### src/rtl/mem_arb_pkg.sv
// Shared types and default sizes for the two-requester block memory arbiter.
package mem_arb_pkg;

  localparam int ADDR_WIDTH_DEF  = 16;
  localparam int BLOCK_BYTES_DEF = 32;

  typedef enum logic [1:0] {
    ST_IDLE,
    ST_ISSUE,
    ST_WAIT,
    ST_RESP
  } arb_state_t;

  typedef logic req_id_t;

endpackage

### src/rtl/mem_rr_pick.sv
// Combinational 2-way round-robin picker: on a tie the requester not served last wins.
import mem_arb_pkg::*;

module mem_rr_pick (
  input  logic [1:0] req,
  input  req_id_t    last_served,
  output logic       valid,
  output req_id_t    winner
);

  always_comb begin
    valid  = |req;
    winner = 1'b0;
    if (req == 2'b11) begin
      winner = ~last_served;
    end else if (req[1]) begin
      winner = 1'b1;
    end
  end

endmodule

### src/rtl/mem_block_arbiter.sv
// Arbitrates two block requesters onto one main-memory port with a per-transaction timeout.
import mem_arb_pkg::*;

module mem_block_arbiter #(
  parameter int ADDR_WIDTH     = ADDR_WIDTH_DEF,
  parameter int BLOCK_BYTES    = BLOCK_BYTES_DEF,
  parameter int TIMEOUT_CYCLES = 16
) (
  input  logic                     clk,
  input  logic                     rst_n,
  input  logic                     r0_req,
  input  logic                     r0_we,
  input  logic [ADDR_WIDTH-1:0]    r0_addr,
  input  logic [BLOCK_BYTES*8-1:0] r0_wdata,
  output logic                     r0_ack,
  output logic                     r0_err,
  output logic [BLOCK_BYTES*8-1:0] r0_rdata,
  input  logic                     r1_req,
  input  logic                     r1_we,
  input  logic [ADDR_WIDTH-1:0]    r1_addr,
  input  logic [BLOCK_BYTES*8-1:0] r1_wdata,
  output logic                     r1_ack,
  output logic                     r1_err,
  output logic [BLOCK_BYTES*8-1:0] r1_rdata,
  output logic [ADDR_WIDTH-1:0]    mem_addr_block,
  output logic [BLOCK_BYTES*8-1:0] mem_wdata_block,
  output logic                     mem_read,
  output logic                     mem_write,
  input  logic [BLOCK_BYTES*8-1:0] mem_rdata_block,
  input  logic                     mem_ready,
  output logic                     busy,
  output logic                     grant_id
);

  localparam int DW = BLOCK_BYTES * 8;
  localparam int CW = $clog2(TIMEOUT_CYCLES) + 1;

  arb_state_t            state_q, state_d;
  req_id_t               last_q, last_d;
  req_id_t               grant_q, grant_d;
  logic                  we_q, we_d;
  logic [ADDR_WIDTH-1:0] addr_q, addr_d;
  logic [DW-1:0]         wdata_q, wdata_d;
  logic [CW-1:0]         cnt_q, cnt_d;
  logic                  tmo_q, tmo_d;
  logic [DW-1:0]         rdata0_q, rdata0_d;
  logic [DW-1:0]         rdata1_q, rdata1_d;

  logic    pick_valid;
  req_id_t pick_winner;

  mem_rr_pick u_pick (
    .req         ({r1_req, r0_req}),
    .last_served (last_q),
    .valid       (pick_valid),
    .winner      (pick_winner)
  );

  always_comb begin
    state_d  = state_q;
    last_d   = last_q;
    grant_d  = grant_q;
    we_d     = we_q;
    addr_d   = addr_q;
    wdata_d  = wdata_q;
    cnt_d    = cnt_q;
    tmo_d    = tmo_q;
    rdata0_d = rdata0_q;
    rdata1_d = rdata1_q;
    case (state_q)
      ST_IDLE: begin
        if (pick_valid) begin
          grant_d = pick_winner;
          we_d    = pick_winner ? r1_we    : r0_we;
          addr_d  = pick_winner ? r1_addr  : r0_addr;
          wdata_d = pick_winner ? r1_wdata : r0_wdata;
          tmo_d   = 1'b0;
          state_d = ST_ISSUE;
        end
      end
      ST_ISSUE: begin
        cnt_d   = '0;
        state_d = ST_WAIT;
      end
      ST_WAIT: begin
        // A ready in the final counted cycle still wins over the timeout.
        if (mem_ready) begin
          if (grant_q) rdata1_d = mem_rdata_block;
          else         rdata0_d = mem_rdata_block;
          state_d = ST_RESP;
        end else if (cnt_q == CW'(TIMEOUT_CYCLES - 1)) begin
          tmo_d   = 1'b1;
          state_d = ST_RESP;
        end else begin
          cnt_d = cnt_q + CW'(1);
        end
      end
      ST_RESP: begin
        last_d  = grant_q;
        state_d = ST_IDLE;
      end
      default: state_d = ST_IDLE;
    endcase
  end

  always_ff @(posedge clk or negedge rst_n) begin
    if (!rst_n) begin
      state_q  <= ST_IDLE;
      last_q   <= 1'b1;
      grant_q  <= 1'b0;
      we_q     <= 1'b0;
      addr_q   <= '0;
      wdata_q  <= '0;
      cnt_q    <= '0;
      tmo_q    <= 1'b0;
      rdata0_q <= '0;
      rdata1_q <= '0;
    end else begin
      state_q  <= state_d;
      last_q   <= last_d;
      grant_q  <= grant_d;
      we_q     <= we_d;
      addr_q   <= addr_d;
      wdata_q  <= wdata_d;
      cnt_q    <= cnt_d;
      tmo_q    <= tmo_d;
      rdata0_q <= rdata0_d;
      rdata1_q <= rdata1_d;
    end
  end

  // Handshake outputs decode directly from state so reset clears them at once.
  assign mem_read        = (state_q == ST_ISSUE) && !we_q;
  assign mem_write       = (state_q == ST_ISSUE) &&  we_q;
  assign mem_addr_block  = addr_q;
  assign mem_wdata_block = wdata_q;
  assign r0_ack          = (state_q == ST_RESP) && !tmo_q && !grant_q;
  assign r1_ack          = (state_q == ST_RESP) && !tmo_q &&  grant_q;
  assign r0_err          = (state_q == ST_RESP) &&  tmo_q && !grant_q;
  assign r1_err          = (state_q == ST_RESP) &&  tmo_q &&  grant_q;
  assign r0_rdata        = rdata0_q;
  assign r1_rdata        = rdata1_q;
  assign busy            = (state_q != ST_IDLE);
  assign grant_id        = grant_q;

endmodule

### config.mk
export PLATFORM = sky130hd
export DESIGN_NAME = mem_block_arbiter
export DESIGN_NICKNAME = d
export VERILOG_FILES = /design/src/rtl/mem_arb_pkg.sv /design/src/rtl/mem_rr_pick.sv /design/src/rtl/mem_block_arbiter.sv
export SDC_FILE = /design/constraint.sdc
export NUM_CORES = 1
export LEC_CHECK = 0
export BUFFER_PORTS_ARGS = -buffer_cell sky130_fd_sc_hd__buf_2
export CELL_PAD_IN_SITES_DETAIL_PLACEMENT = 0
export CELL_PAD_IN_SITES_GLOBAL_PLACEMENT = 1
export CORE_AREA = 2 2 631 633
export DETAILED_ROUTE_END_ITERATION = 10
export DIE_AREA = 0 0 633 635
export GPL_TIMING_DRIVEN = 0
export MAX_ROUTING_LAYER = met4
export PLACE_DENSITY = 0.3
export SETUP_SLACK_MARGIN = 0.1
export SLEW_MARGIN = 30
export SYNTH_ARGS = -nofsm -noshare
export SYNTH_HDL_FRONTEND = slang
export SYNTH_HIERARCHICAL = 1
export SYNTH_SLANG_ARGS = --single-unit
export TNS_END_PERCENT = 10
### constraint.sdc
create_clock -name clk -period 2.8 [get_ports clk]
set_input_delay 0.42 -clock clk [delete_from_list [all_inputs] [get_ports clk]]
set_output_delay 0.42 -clock clk [all_outputs]
set_load 0.05 [all_outputs]
==> flow_summary.yaml <==
worst_setup_path:
  arrival_ns: 3.21
  crit_path_start_kind: "flip-flop"
  cp.required_ns: 3.44
  critical_path.endpoint_type: "flip-flop"
  critPathKind: "flip-flop to flip-flop"
  critPathMaxFanout: 10
cts:
  cts_root_buf: "clkbuf_16"
  cts_max_path_buffers: 4
  cts_tree: "yes"
  clock_sinks: 795
  numCtsBuffers: 118
  clock_latency_ns: 0.88
  path_clk_slew_ns: 0.06
  htreeDepth: 3
synth:
  synth.distinct_cells: 33
  ys_seq_elements: 795
  yosys_warnings: 6
  netlist_area_sq_mm: 0.0321
  synthCells: 2327
  yosysSeqAreaShare: 0.619
  syn-num-nets: 3140
  syn_area_per_cell_sq_um: 13.8
route:
  drtAntennaViolNets: 0
  wirelength_um: 247000
  post_drt_wl_per_cell_um: 24.2
  remaining_drc_errors: 0
  drt_first_pass_iters: 7
  vias_per_cell: 2.91
  vias: 29700
  drt_first_iter_violations: 1036
pwr:
  cellLeakagePower_uw: 0.0270
  ir_worst_vdd_mv: 0.656
  finalPower_uw: 78600
  p_per_area_mw_per_mm2: 1330
floorplan:
  rows: 231
  die-area_sq_mm: 0.402
  pin_count: 1599
  die_x_um: 633
  die_height_um: 635
  core_sq_mm: 0.395
  initial_core_util: 0.0814
place:
  globalplace.congestion: 0.859
  dpl_cell_area_sq_mm: 0.0470
  dpl.hpwl_um: 209000
  dpl_worst_slack_ns: -1.02
  io_buffers: 1598
  dp.cells: 9178
grt:
  grt_pass1_wl_um: 320000
  grt_pass1_vias: 32400
  grt_max_degree: 96
  overflow: 0
  gr-usage-all-layers: 0.122
  antenna_found_initial: 100
sta:
  period_share: 0.916
  layout_setup_ws_ns: 0.234
  rsz0062_at_grt: "yes"
  hold_violations: 184
  final_max_slew_viol_count: 0
  skew_ns: 0.0674
  fin_crit_ns: 2.57
  max_clock_freq_mhz: 390
  relSlewSlack: 0.461
  setup_viol: 0
  tightest_slew_ns: 0.808
  hold_slack_ns: -0.197
cells_and_area:
  layout.cells.non_filler: 10200
  drive_above_1_share: 0.450
  fin_area_sq_mm: 0.0589
  n_fill_cell: 44800
  nNetsFinal: 5637
  area_growth_syn_to_layout_pct: 83.4
run_status:
  outcome: "finished with violations"
  violations: "negative hold slack"
min_path:
  hold_class: "input port to async pin"
job:
  drv_cap: 0
cell usage after synthesis:
cell type | number | share of area
dfstp_2 | 1 | 0.00082
a21boi_1 | 1 | 0.00023
or3b_1 | 1 | 0.00027
buf_6 | 41 | 0.014
inv_1 | 5 | 0.00058
o22a_1 | 1 | 0.00027
ha_1 | 6 | 0.0023
clkbuf_1 | 34 | 0.0040
mux2i_1 | 275 | 0.086
o21ai_0 | 275 | 0.043
and3_1 | 2 | 0.00039
mux2_1 | 240 | 0.084
nand3_2 | 1 | 0.00031
a31oi_1 | 1 | 0.00019
nand3_1 | 2 | 0.00031
dfrtp_1 | 794 | 0.62
nand3b_1 | 1 | 0.00023
and2_1 | 2 | 0.00039
and2_4 | 1 | 0.00027
or2_1 | 1 | 0.00019
nand2_1 | 281 | 0.033
nor3b_1 | 2 | 0.00047
mux2_2 | 274 | 0.096
nor2b_1 | 1 | 0.00019
mux2_4 | 1 | 0.00047
a21oi_1 | 1 | 0.00016
a22o_1 | 1 | 0.00027
nand4_1 | 1 | 0.00019
buf_4 | 12 | 0.0028
buf_2 | 61 | 0.0095
and3b_1 | 1 | 0.00027
nand2b_1 | 2 | 0.00039
nor2_1 | 4 | 0.00047
layout make-up:
type	instances	area, sq um	area share
multi-input combinational	1379	11400	0.193
inverter	5	18.8	0.000319
sequential	795	19900	0.338
buffer	148	1030	0.0175
timing repair buffer	2377	16000	0.272
clock inverter	44	490	0.00832
tap	5242	6560	0.111
clock buffer	165	3370	0.0572
antenna	54	135	0.00229
per-stage QoR:
step / util / TNS, ns
after global placement: 0.118 / -
after floorplan: - / 0
final: 0.149 / 0
after CTS: 0.149 / 0
after detailed placement: 0.119 / -141.43
after global routing: 0.149 / 0
critical path, cell delays in order, from the launching register on:
cell and delay, ns:
dfstp_2 0.37, a21boi_1 0.20, buf_4 0.28, buf_4 0.32
buf_2 0.48, mux2i_1 0.56, o21ai_0 0.15
sequential cells by signal, summed over array words and instances (netlist names):
signal	cells
grant_id	1
state_q	2
r0_rdata	256
last_q	1
mem_wdata_block	256
tmo_q	1
r1_rdata	256
cnt_q	5
we_q	1
mem_addr_block	16
worst paths after layout:
check	from	end	slack, ns	cells after the start
max in group asynchronous	rst_n	mem_wdata_block[90]$_DFFE_PN0P_	0.46	8
min in group clk	mem_rdata_block[62]	r0_rdata[62]$_DFFE_PN0P_	0.06	2
max	last_q$_DFFE_PN1N_	mem_wdata_block[31]$_DFFE_PN0P_	0.23	6
min reg2reg	mem_wdata_block[154]$_DFFE_PN0P_	mem_wdata_block[154]$_DFFE_PN0P_	0.47	2
max reg2reg	last_q$_DFFE_PN1N_	mem_wdata_block[31]$_DFFE_PN0P_	0.23	6
min	rst_n	r1_rdata[11]$_DFFE_PN0P_	-0.20	4
layer usage:
layer	GRT usage	vias to the layer above	wire length [um]
met5	-	-	0
met4	0.0362	0	8710
met3	0.0295	309	15200
met2	0.234	1194	135000
met1	0.121	15000	88100
li1	-	13200	-
cells in the final DEF (no fill, tap or decap), types with 5 or more instances in the layout:
cell              n
buf_2          1646
dfrtp_1         794
dlygate4sd3_1   763
nand2_1         280
o21ai_0         275
mux2_2          274
mux2i_1         259
mux2_1          240
clkbuf_16       118
diode_2          54
clkbuf_1         53
buf_6            43
clkbuf_8         24
clkinv_2         23
buf_4            21
buf_16           13
mux2i_4           9
mux2i_2           7
bufinv_16         7
ha_1              6
inv_1             5
inv_6             5
timing repair:
action                                   CTS  global route
buffers inserted                           1             0
hold buffers                             766             1
hold endpoints to repair                1050           185
endpoints found under the setup margin   487            20
pin swaps                                  0             0
gates resized for setup                   32             2
where the power goes:
part	internal [uW]	total (uW)	switching, uW
Sequential	17300	20800	3550
Combinational	9840	42500	32600
Clock	9000	15300	6290
cell families after synthesis:
| family | count (synthesis) | synth area share |
|---|---|---|
| flip-flops | 795 | 0.619 |
| AND/OR/NAND/NOR | 303 | 0.0372 |
| adder cells (fa/ha/maj) | 6 | 0.00234 |
| multiplexers | 790 | 0.266 |
| AO/OA/AOI/OAI | 280 | 0.0440 |
| buffers and inverters | 153 | 0.0312 |
No activity file was read; power rests on OpenSTA's default activity.
